### src/rtl/correlator_pkg.sv
// correlator_pkg
// Shared definitions for the correlator sampling path: register-field widths,
// enums for window shape and sample mode, the sample scheduler state type,
// the LFSR constants and a small clamping helper used on register fields.
// Optional feature macro used by the consumers of this package:
//   SAMPLE_SCHED_JITTER_EN
package correlator_pkg;

    // Register-field widths for the default correlator configuration
    // (PRECISION = 20, MAX_SAMPLE_RATE_NEGEXP = 15, MAX_SAMPLE_JITTER_NEGEXP = 14).
    localparam int WINDOW_LENGTH_EXP_W    = $clog2(20);
    localparam int SAMPLE_RATE_NEGEXP_W   = $clog2(15);
    localparam int SAMPLE_JITTER_NEGEXP_W = $clog2(14);

    // 16-bit Galois LFSR: right-shifting form, taps for x^16+x^14+x^13+x^11+1.
    localparam logic [15:0] LFSR_SEED = 16'hACE1;
    localparam logic [15:0] LFSR_TAPS = 16'hB400;

    typedef enum logic {
        RECTANGULAR = 1'b0,
        LOGDROP     = 1'b1
    } windowShape_t;

    typedef enum logic {
        NONJITTER   = 1'b0,
        NONPERIODIC = 1'b1
    } sampleMode_t;

    typedef enum logic {
        RESTART = 1'b0,
        RUN     = 1'b1
    } schedState_t;

    // Limit a register exponent to the largest value the hardware supports.
    function automatic int clampExp(input int value, input int limit);
        return (value > limit) ? limit : value;
    endfunction

endpackage

### src/rtl/sched_lfsr.sv
// sched_lfsr
// 16-bit Galois LFSR that supplies the pseudo-random jitter for the sample
// scheduler. It steps once per cycle in which i_advance is high while the
// clock gate is open, and returns to the fixed seed on reset.
// Ports:
//   i_clk      clock
//   i_rst      synchronous active-high reset (loads LFSR_SEED)
//   i_cg       clock-gate enable; state holds while low
//   i_advance  step the LFSR this cycle
//   o_value    low OUT_W bits of the LFSR state
module sched_lfsr
    import correlator_pkg::*;
#(
    parameter int OUT_W = 16
) (
    input  logic             i_clk,
    input  logic             i_rst,
    input  logic             i_cg,
    input  logic             i_advance,
    output logic [OUT_W-1:0] o_value
);

    logic [15:0] state_q, state_d;

    // One Galois step: shift right and fold the taps in when a one falls out.
    always_comb begin
        state_d = state_q;
        if (i_cg && i_advance) begin
            state_d = {1'b0, state_q[15:1]} ^ (state_q[0] ? LFSR_TAPS : 16'h0000);
        end
    end

    // State register with synchronous reset to the seed.
    always_ff @(posedge i_clk) begin
        if (i_rst) begin
            state_q <= LFSR_SEED;
        end else begin
            state_q <= state_d;
        end
    end

    assign o_value = state_q[OUT_W-1:0];

endmodule

### src/rtl/sample_sched.sv
// sample_sched
// Decides when the correlator takes samples. From the live register-map
// fields it produces the sample strobe, marks the last sample of each window
// and raises a result handshake toward the packet writer. Results that
// complete while the previous one is still unclaimed are counted as dropped.
// Optional feature: SAMPLE_SCHED_JITTER_EN adds the LFSR and NONPERIODIC
// (jittered) intervals; without it mode and jitter inputs are ignored.
// Ports:
//   i_clk, i_rst                 clock, synchronous active-high reset
//   i_cg                         clock-gate enable; low freezes everything
//   i_reg_windowLengthExp        W: window = 2^W samples (clamped to PRECISION)
//   i_reg_sampleRateNegExp       R: nominal interval = 2^R cycles
//   i_reg_sampleMode             0 = NONJITTER, 1 = NONPERIODIC
//   i_reg_sampleJitterNegExp     J: jitter exponent
//   o_sampleStrobe               take a sample this cycle
//   o_windowEnd                  this strobe closes the window
//   o_rslt_valid / i_rslt_ready  completed-window handshake
//   o_dropCount                  saturating count of dropped windows
module sample_sched
    import correlator_pkg::*;
#(
    parameter int PRECISION                = 20,
    parameter int MAX_SAMPLE_RATE_NEGEXP   = 15,
    parameter int MAX_SAMPLE_JITTER_NEGEXP = 14
) (
    input  logic                                        i_clk,
    input  logic                                        i_rst,
    input  logic                                        i_cg,
    input  logic [$clog2(PRECISION)-1:0]                i_reg_windowLengthExp,
    input  logic [$clog2(MAX_SAMPLE_RATE_NEGEXP)-1:0]   i_reg_sampleRateNegExp,
    input  logic                                        i_reg_sampleMode,
    input  logic [$clog2(MAX_SAMPLE_JITTER_NEGEXP)-1:0] i_reg_sampleJitterNegExp,
    output logic                                        o_sampleStrobe,
    output logic                                        o_windowEnd,
    output logic                                        o_rslt_valid,
    input  logic                                        i_rslt_ready,
    output logic [7:0]                                  o_dropCount
);

    localparam int WL_W  = $clog2(PRECISION);
    localparam int SR_W  = $clog2(MAX_SAMPLE_RATE_NEGEXP);
    localparam int CNT_W = MAX_SAMPLE_RATE_NEGEXP;

    schedState_t          state_q, state_d;
    logic [CNT_W-1:0]     cnt_q, cnt_d;
    logic [PRECISION-1:0] wcnt_q, wcnt_d;
    logic [SR_W-1:0]      rateSnap_q, rateSnap_d;
    logic [WL_W-1:0]      winSnap_q, winSnap_d;
    logic                 rsltValid_q, rsltValid_d;
    logic [7:0]           dropCount_q, dropCount_d;

    logic [SR_W-1:0]      rateSel;
    logic [WL_W-1:0]      winSel;
    logic                 cfgChange;
    logic [CNT_W-1:0]     intervalBase;
    logic [CNT_W-1:0]     reload;
    logic [PRECISION-1:0] windowLast;
    logic                 strobe;
    logic                 windowEnd;
    int                   rateEff;
    int                   winEff;

`ifdef SAMPLE_SCHED_JITTER_EN
    localparam int SJ_W = $clog2(MAX_SAMPLE_JITTER_NEGEXP);

    logic             modeSnap_q, modeSnap_d;
    logic [SJ_W-1:0]  jitSnap_q, jitSnap_d;
    logic             modeSel;
    logic [SJ_W-1:0]  jitSel;
    logic [CNT_W-1:0] lfsrValue;
    logic [CNT_W-1:0] jitMask;
    int               jitEff;

    sched_lfsr #(
        .OUT_W     (CNT_W)
    ) u_lfsr (
        .i_clk     (i_clk),
        .i_rst     (i_rst),
        .i_cg      (i_cg),
        .i_advance (strobe),
        .o_value   (lfsrValue)
    );
`else
    logic unusedJitterCfg;
    assign unusedJitterCfg = ^{i_reg_sampleMode, i_reg_sampleJitterNegExp};
`endif

    // In RESTART the live fields are about to become the snapshot, so the
    // first reload must already use them; in RUN the snapshot governs.
    always_comb begin
        rateSel = rateSnap_q;
        winSel  = winSnap_q;
`ifdef SAMPLE_SCHED_JITTER_EN
        modeSel = modeSnap_q;
        jitSel  = jitSnap_q;
`endif
        if (state_q == RESTART) begin
            rateSel = i_reg_sampleRateNegExp;
            winSel  = i_reg_windowLengthExp;
`ifdef SAMPLE_SCHED_JITTER_EN
            modeSel = i_reg_sampleMode;
            jitSel  = i_reg_sampleJitterNegExp;
`endif
        end
    end

    // Any difference between live fields and the snapshot forces a restart.
    always_comb begin
        cfgChange = (i_reg_sampleRateNegExp != rateSnap_q) ||
                    (i_reg_windowLengthExp != winSnap_q);
`ifdef SAMPLE_SCHED_JITTER_EN
        cfgChange = cfgChange ||
                    (i_reg_sampleMode != modeSnap_q) ||
                    (i_reg_sampleJitterNegExp != jitSnap_q);
`endif
    end

    // Masks of the form 2^n - 1 are built bit by bit so no intermediate
    // value is wider than the counter it feeds. The jitter mask is
    // 2^(R'-J'-1) - 1, which collapses to zero when J'+1 > R'.
    always_comb begin
        rateEff      = clampExp(int'(rateSel), MAX_SAMPLE_RATE_NEGEXP);
        winEff       = clampExp(int'(winSel), PRECISION);
        intervalBase = '0;
        windowLast   = '0;
        for (int i = 0; i < CNT_W; i++) begin
            intervalBase[i] = (i < rateEff);
        end
        for (int i = 0; i < PRECISION; i++) begin
            windowLast[i] = (i < winEff);
        end
        reload = intervalBase;
`ifdef SAMPLE_SCHED_JITTER_EN
        jitEff  = clampExp(int'(jitSel), MAX_SAMPLE_JITTER_NEGEXP);
        jitMask = '0;
        if (modeSel == NONPERIODIC) begin
            for (int i = 0; i < CNT_W; i++) begin
                jitMask[i] = (i < (rateEff - jitEff - 1));
            end
        end
        reload = intervalBase - (lfsrValue & jitMask);
`endif
    end

    // A strobe in the same cycle as a config change would belong to the
    // discarded window, so it is suppressed.
    assign strobe    = i_cg && (state_q == RUN) && (cnt_q == '0) && !cfgChange;
    assign windowEnd = strobe && (wcnt_q == windowLast);

    // Scheduler FSM: next state, interval counter, window counter, snapshot.
    always_comb begin
        state_d    = state_q;
        cnt_d      = cnt_q;
        wcnt_d     = wcnt_q;
        rateSnap_d = rateSnap_q;
        winSnap_d  = winSnap_q;
`ifdef SAMPLE_SCHED_JITTER_EN
        modeSnap_d = modeSnap_q;
        jitSnap_d  = jitSnap_q;
`endif
        if (i_cg) begin
            case (state_q)
                RESTART: begin
                    cnt_d      = reload;
                    wcnt_d     = '0;
                    rateSnap_d = i_reg_sampleRateNegExp;
                    winSnap_d  = i_reg_windowLengthExp;
`ifdef SAMPLE_SCHED_JITTER_EN
                    modeSnap_d = i_reg_sampleMode;
                    jitSnap_d  = i_reg_sampleJitterNegExp;
`endif
                    state_d    = RUN;
                end
                RUN: begin
                    if (cfgChange) begin
                        state_d = RESTART;
                    end else if (strobe) begin
                        cnt_d  = reload;
                        wcnt_d = windowEnd ? '0 : wcnt_q + PRECISION'(1);
                    end else begin
                        cnt_d = cnt_q - CNT_W'(1);
                    end
                end
                default: state_d = RESTART;
            endcase
        end
    end

    // Result handshake: a finished window claims the slot; if the slot was
    // still unclaimed the older result is lost and counted.
    always_comb begin
        rsltValid_d = rsltValid_q;
        dropCount_d = dropCount_q;
        if (i_cg) begin
            if (windowEnd) begin
                rsltValid_d = 1'b1;
                if (rsltValid_q && !i_rslt_ready && (dropCount_q != 8'hFF)) begin
                    dropCount_d = dropCount_q + 8'd1;
                end
            end else if (rsltValid_q && i_rslt_ready) begin
                rsltValid_d = 1'b0;
            end
        end
    end

    // State registers with synchronous reset.
    always_ff @(posedge i_clk) begin
        if (i_rst) begin
            state_q     <= RESTART;
            cnt_q       <= '0;
            wcnt_q      <= '0;
            rateSnap_q  <= '0;
            winSnap_q   <= '0;
            rsltValid_q <= 1'b0;
            dropCount_q <= 8'd0;
`ifdef SAMPLE_SCHED_JITTER_EN
            modeSnap_q  <= 1'b0;
            jitSnap_q   <= '0;
`endif
        end else begin
            state_q     <= state_d;
            cnt_q       <= cnt_d;
            wcnt_q      <= wcnt_d;
            rateSnap_q  <= rateSnap_d;
            winSnap_q   <= winSnap_d;
            rsltValid_q <= rsltValid_d;
            dropCount_q <= dropCount_d;
`ifdef SAMPLE_SCHED_JITTER_EN
            modeSnap_q  <= modeSnap_d;
            jitSnap_q   <= jitSnap_d;
`endif
        end
    end

    assign o_sampleStrobe = strobe;
    assign o_windowEnd    = windowEnd;
    assign o_rslt_valid   = rsltValid_q;
    assign o_dropCount    = dropCount_q;

endmodule
### config.mk
export PLATFORM = sky130hd
export DESIGN_NAME = sample_sched
export DESIGN_NICKNAME = d
export VERILOG_FILES = /design/src/rtl/correlator_pkg.sv /design/src/rtl/sched_lfsr.sv /design/src/rtl/sample_sched.sv
export SDC_FILE = /design/constraint.sdc
export NUM_CORES = 1
export LEC_CHECK = 0
export ABC_AREA = 1
export CAP_MARGIN = 30
export CORE_ASPECT_RATIO = 0.8
export CORE_UTILIZATION = 45
export CTS_BUF_LIST = sky130_fd_sc_hd__clkbuf_2
export CTS_CLUSTER_DIAMETER = 50
export DETAILED_ROUTE_END_ITERATION = 10
export SYNTH_ARGS = -nofsm -noshare
export SYNTH_HDL_FRONTEND = slang
export SYNTH_SLANG_ARGS = --single-unit
### constraint.sdc
create_clock -name i_clk -period 2.4 [get_ports i_clk]
set_input_delay 0.24 -clock i_clk [delete_from_list [all_inputs] [get_ports i_clk]]
set_output_delay 0.24 -clock i_clk [all_outputs]
set_load 0.005 [all_outputs]
# [Word level (Yosys, flattened, before mapping)]
# Index checks and enable logic that the tools add are counted.
[totals] regBits=54 input_bits=18 wordCells=83
[op_classes] n_addsub=3 n_lt_le_gt_ge=36 eq_ne=6 muxes=14 n_bitwise=1 n_reduce_logical=16
[ops] cell="20-bit two-way mux" n=3
[ops] cell="4-bit by 5-bit < comparator with 1-bit output (first input constant)" n=8
[ops] cell="20-bit one-hot mux with 2 select lines" n=1
[ops] cell="15-bit two-way mux" n=2
[ops] cell="15-bit one-hot mux with 2 select lines" n=1
[ops] cell="4-bit < comparator (first input constant)" n=7
[ops] cell="20-bit by 1-bit adder with 20-bit output (second input constant)" n=1
[ops] cell="20-bit == test" n=1
[ops] cell="3-bit by 5-bit < comparator with 1-bit output (first input constant)" n=4
[ops] cell="5-bit < comparator (first input constant)" n=4
[ops] cell="3-bit by 4-bit < comparator with 1-bit output (first input constant)" n=4
[ops] cell="15-bit logical NOT" n=1
[ops] cell="15-bit by 1-bit subtractor with 15-bit output (second input constant)" n=1
[ops] cell="1-bit by 5-bit < comparator with 1-bit output (first input constant)" n=2
[ops] cell="2-bit by 5-bit < comparator with 1-bit output (first input constant)" n=2
[ops] cell="5-bit two-way mux" n=2
[ops] cell="8-bit by 1-bit adder with 8-bit output (second input constant)" n=1
[ops] cell="1-bit by 4-bit < comparator with 1-bit output (first input constant)" n=2
[ops] cell="2-bit by 4-bit < comparator with 1-bit output (first input constant)" n=2
[ops] cell="8-bit != test (second input constant)" n=1
[ops] cell="1-bit logical AND" n=7
[ops] cell="3-bit AND reduction" n=2
[ops] cell="5-bit greater-than comparator (second input constant)" n=1
[ops] cell="5-bit != test" n=1
[ops] cell="11 further kinds" n=15

# [Longest topological paths before layout]
[depth] depth_word=10 ltp_mapped=19

# [Worst setup path before layout]
# No wires, ideal clock.
[synth_timing] kind="register -> register" start="register cnt_q[0]" end="register dropCount_q[1] (netlist: o_dropCount[1])" arrival_ps=2072 required_time_ps=2282 slack_ps=210 stages_incl_launch_ff=14 path_buffers=1 path_cell_list="dfxtp_1 -> inv_1 -> ha_1 -> nor3b_4 -> nand2_2 -> nor2_4 -> nand4_2 -> nor2_4 -> nand4_1 -> nor2_2 -> nand4_4 -> buf_2 -> nor3_1 -> nor2_1"
[synth_between] elab_chain_len=5
[synth_lines] element="start: declaration" line="sample_sched.sv:45" source="logic [CNT_W-1:0] cnt_q, cnt_d;"
[synth_lines] element="start signal: assignment" line="sample_sched.sv:222" source="cnt_q <= cnt_d;"
[synth_lines] element="15-bit logical NOT" line="sample_sched.sv:147" source="assign strobe = i_cg && (state_q == RUN) && (cnt_q == '0) && !cfgChange;"
[synth_lines] element="1-bit logical AND (2 in a row)" line="sample_sched.sv:147"
[synth_lines] element="1-bit logical AND" line="sample_sched.sv:148" source="assign windowEnd = strobe && (wcnt_q == windowLast);"
[synth_lines] element="3-bit AND reduction (no source line)"
[synth_lines] element="end signal: assignment" line="sample_sched.sv:227" source="dropCount_q <= dropCount_d;"
[synth_lines] element="end: declaration" line="sample_sched.sv:50" source="logic [7:0] dropCount_q, dropCount_d;"
# Every way passes these cells.
# A chain may end at the register's enable or synchronous reset.

# [Worst setup path after layout]
[layout_timing] start="register state_q" end="output port o_windowEnd"
[layout_between] elab_chain_len=6 elab_cells_between_ends=28 cone_classes="order compare (21); eq/ne (1); mux (2); reduce/logical (4)"
[layout_lines] element="start: declaration" line="sample_sched.sv:44" source="schedState_t state_q, state_d;"
[layout_lines] element="start signal: assignment" line="sample_sched.sv:221" source="state_q <= state_d;"
[layout_lines] element="5-bit two-way mux"
[layout_lines] element="5-bit greater-than comparator" line="correlator_pkg.sv:36" source="return (value > limit) ? limit : value;"
[layout_lines] element="5-bit two-way mux" line="correlator_pkg.sv:36"
[layout_lines] element="1-bit by 5-bit < comparator with 1-bit output (tied with other cells)" line="sample_sched.sv:130" source="windowLast[i] = (i < winEff);"
[layout_lines] element="20-bit == test" line="sample_sched.sv:148"
[layout_lines] element="1-bit logical AND *" line="sample_sched.sv:148"
[layout_lines] element="end: declaration" line="sample_sched.sv:34" source="output logic o_windowEnd,"
# Every way passes the cells marked *; elsewhere a longest branch is shown, timed or not.

==> impl_summary.md <==
Global route
The via count of the first global-routing pass is 3965. The initial antenna violation count is 0. After global routing the overflow that remains totals 0. The maximum number of pins on one net before global-route repair is 35. The combined global-route utilization of all metal layers is 0.2624.

The first global-routing pass estimated 18970 um of wire.

Placed design
The detailed-placement wirelength estimate is 8000 um. The worst setup timing slack at the placement stage is -396.3 ps. The number of port buffers is 23. Routability-driven placement finished with a final weighted congestion of 0.9055.

Worst setup path
The launching element of the worst setup path is state_q. STA classifies the critical path startpoint as a flop. STA puts the critical path data arrival time at 2470 ps. The type of destination of the critical path is an output port.

The cell repeated most along the worst path is sky130_fd_sc_hd__nand2_2. The required time at the endpoint of the critical path is 2160 ps. The delay of the slowest cell on the worst path is 430 ps.

Among all stages on the critical path, the largest delay is contributed by sky130_fd_sc_hd__dfxtp_2. The signal on the critical path passes through buf_12, clkinv_8, buf_6, nand2_2, nand2_4, nand2_2, nand2_1, nand2_1, nand2_2, nand3_2, nand2_2, xor2_1, nor2_2, nand4_4, inv_2, buf_2. The setup path with the least slack is of type reg -> out.

The end of the critical path is o_windowEnd. In this run the worst path has a maximum fanout of 7. The destination of the worst register-to-register timing path is wcnt_q[13]. Across all register-to-register paths, the minimum setup slack is -90 ps. The startpoint identified for the worst register-to-register timing path is state_q. The worst register-to-register path has a depth of 18.

Timing
In this run the tightest slew margin relative to its limit is 0.6107. The number of hold violations in the final report came to 0. Adding up every negative setup slack in the final design gives -935.9 ps. The worst-case hold slack is 443.4 ps. After layout, the minimum clock period comes to 2712 ps.

Setup repair after global routing could not meet its margin everywhere. After layout, the worst setup slack is -312.1 ps. The maximum operating frequency is 368.7 MHz. The number of failing setup endpoints in the final timing report is 13. The max-slew violation total from the final report is 0. For the pin with the worst max-slew slack, the measured transition is 580.1 ps. The final critical-path share of the clock period is 1.130.

The clock arrives with 18.12 ps of skew.

Finish
The fill cell instance count of the final layout is 763. The layout overhead on the synthesized area is 32.73%. The commonest non-fill, non-tap cell in the layout is sky130_fd_sc_hd__nand2_1.

Summing all multi-input logic gate instances after layout gives 2701 um^2. Across the whole layout, storage elements account for 1089 um^2. The count of nets after finishing is 728. Of the cells placed in the final design, the portion with a size suffix greater than 1 is 0.2500. The count of inserted antenna diode cells is 0.

The top cell types in the final layout, fill and taps aside, are 138 x sky130_fd_sc_hd__nand2_1, 68 x sky130_fd_sc_hd__buf_4, 67 x sky130_fd_sc_hd__inv_1, 53 x sky130_fd_sc_hd__nor2_1, 48 x sky130_fd_sc_hd__dfxtp_1.

Clock network
The H-tree generated during clock tree synthesis spans 2 levels. The clock drives 54 sinks. Clock latency on the worst-skew pair, taken at its later pin, is 480 ps.

The clock passes through at most 2 buffers. Buffers inserted during clock tree synthesis total 5. The TritonCTS clock tree is built.

The root buffer cell is sky130_fd_sc_hd__clkbuf_2. The clock-pin slew of the registers on the worst-case setup and hold paths is 310 ps.

Synth
In this run, synthesis inferred 0 flip-flops with an integrated enable. The commonest register cell after synthesis is sky130_fd_sc_hd__dfxtp_1. The count of warnings emitted by yosys is 0. The distinct cell type count of the synthesized netlist is 39. The number of nets produced by synthesis is 641.

The summed instance area of the synthesized netlist is 3865 um^2. The share of flip-flops with an asynchronous set or reset after synthesis is 0. The average instance area after synthesis is 6.234 um^2. Synthesis inferred 54 register bits. The number of cells produced by synthesis is 620.

The share of the Yosys chip area taken by registers is 0.2797.

Worst hold path
The type of the worst min-delay path is in -> reg.

Pwr
The maximum vdd drop is 0.2686 mV. In this run the static leakage power is 2.213 nW. Dividing total power by cell area gives a power density of 421.2 nW/um^2.

Flow run
The max-cap check violation count is 0.

Run status
The flow ran to the end, but the final reports show violations. The final reports fail on negative setup slack.

Detailed routing
The DRC violation count after routing is 0. The routed via count is 4328. The aggregate routed wire length is 11670 um. The first-pass iteration count of the detailed router is 5. After the first detailed-routing iteration, the DRC count stood at 291. The remaining number of nets flagged by the antenna check after routing is 0.

In the routed layout, each cell is associated on average with a via count of 5.304. In the final routed layout, each cell accounts on average for 14.30 um.

Die
The die is 105.6 um wide. The floorplan step set the die height to 84.89 um. The number of placement rows is 29.

For this configuration, the core starts out at a cell density of 0.4755. The core box area is 8128 um^2. The floorplan step defined a die boundary enclosing 8966 um^2.

The top-level port count is 29.
cell usage after synthesis (2+ instances only):
cell                         n  area [um^2]
sky130_fd_sc_hd__o21ai_1     3        15.01
sky130_fd_sc_hd__nand2_2     9        56.30
sky130_fd_sc_hd__nand3_1    45        225.2
sky130_fd_sc_hd__nor2_1     66        247.7
sky130_fd_sc_hd__nor2_2      4        25.02
sky130_fd_sc_hd__buf_4       2        15.01
sky130_fd_sc_hd__o211ai_1    7        52.55
sky130_fd_sc_hd__xnor2_1     9        78.83
sky130_fd_sc_hd__nand4_1     8        50.05
sky130_fd_sc_hd__buf_6       3        33.78
sky130_fd_sc_hd__nor3_1     13        65.06
sky130_fd_sc_hd__clkbuf_1   12        45.04
sky130_fd_sc_hd__nand3b_1   10        75.07
sky130_fd_sc_hd__ha_1        3        37.54
sky130_fd_sc_hd__o21bai_1    2        15.01
sky130_fd_sc_hd__o21ai_0    48        240.2
sky130_fd_sc_hd__dfxtp_1    54         1081
sky130_fd_sc_hd__a21oi_1    41        205.2
sky130_fd_sc_hd__nand2_1   162        608.1
sky130_fd_sc_hd__buf_2       3        15.01
sky130_fd_sc_hd__nor2_4      2        22.52
sky130_fd_sc_hd__nand2_4     4        45.04
sky130_fd_sc_hd__nor4_1      5        31.28
sky130_fd_sc_hd__or2_2       2        12.51
sky130_fd_sc_hd__xor2_1     19        166.4
sky130_fd_sc_hd__inv_1      71        266.5
registers in the layout, summed over array words and instances (netlist names):
signal	count
cnt_q	15
o_dropCount	8
o_rslt_valid	1
rateSnap_q	4
state_q	1
wcnt_q	20
winSnap_q	5
worst max-delay path: cells and delay by family, from the launching register on:
kind | cells | cell delay [ps]
buffers and inverters | 5 | 500
XOR/XNOR | 1 | 140
flip-flops | 1 | 430
AND/OR/NAND/NOR | 10 | 910
metrics by stage:
step / instance area [um^2] / util / instances / power (W)
floorplan: 3865 / - / 620 / 0.001379
global placement: 4543 / 0.5590 / 785 / 0.001603
detailed placement: 4543 / 0.5590 / 785 / 0.001609
CTS: 4831 / 0.5944 / 806 / 0.002078
global route: 5130 / 0.6312 / 816 / 0.002281
finish: 5130 / 0.6312 / 816 / 0.002161
cell type report:
| class | count | share of cell area |
|---|---|---|
| clock buffer | 5 | 0.004878 |
| clock inverter | 3 | 0.003171 |
| inverter | 73 | 0.05585 |
| multi-input combinational | 473 | 0.5266 |
| sequential | 54 | 0.2122 |
| tap | 108 | 0.02634 |
| timing repair buffer | 100 | 0.1710 |
layer usage:
layer  part of all wire  track usage  vias to the layer above
met5                  0            0                        -
met4             0.0080      0.04293                        0
met3              0.062      0.03379                       10
met2               0.45       0.4252                      129
met1               0.48       0.3794                     2010
li1                   -            -                     2179
report_power, final:
group	internal (W)	leakage (nW)	switching [W]
logic	0.000346	1.74	0.000444
clock network	0.0000663	0.0264	0.000327
registers	0.000939	0.443	0.0000387
total	0.00135	2.21	0.000809
what timing repair did:
item	in CTS	in global routing
resized for setup	45	64
gates cloned	1	1
endpoints found under the setup margin	28	31
hold buffers	0	0
pin swaps	18	32
buffers inserted	12	11
kinds of logic after synthesis:
logic type      Yosys count  synth area share
fa+ha+maj                 3          0.009713
buf+inv                  94            0.1013
flops                    54            0.2797
simple gates            334            0.3949
compound gates          107            0.1509
xor+xnor                 28           0.06345
worst min-delay path by stage:
| stage | slack [ps] | to | cells after the start | start |
|---|---|---|---|---|
| 2_1_floorplan | 430 | rateSnap_q[3] | 2 | i_reg_sampleRateNegExp[3] |
| 3_3_place_gp | 460 | wcnt_q[6] | 2 | wcnt_q[6] |
| 3_5_place_dp | 470 | cnt_q[7] | 2 | cnt_q[7] |
| 4_1_cts | 430 | o_rslt_valid | 4 | i_rslt_ready |
| 5_1_grt | 440 | o_rslt_valid | 4 | i_rslt_ready |
| 6_report | 440 | o_rslt_valid | 4 | i_rslt_ready |
Note: power is estimated with default switching activity, not from simulation.
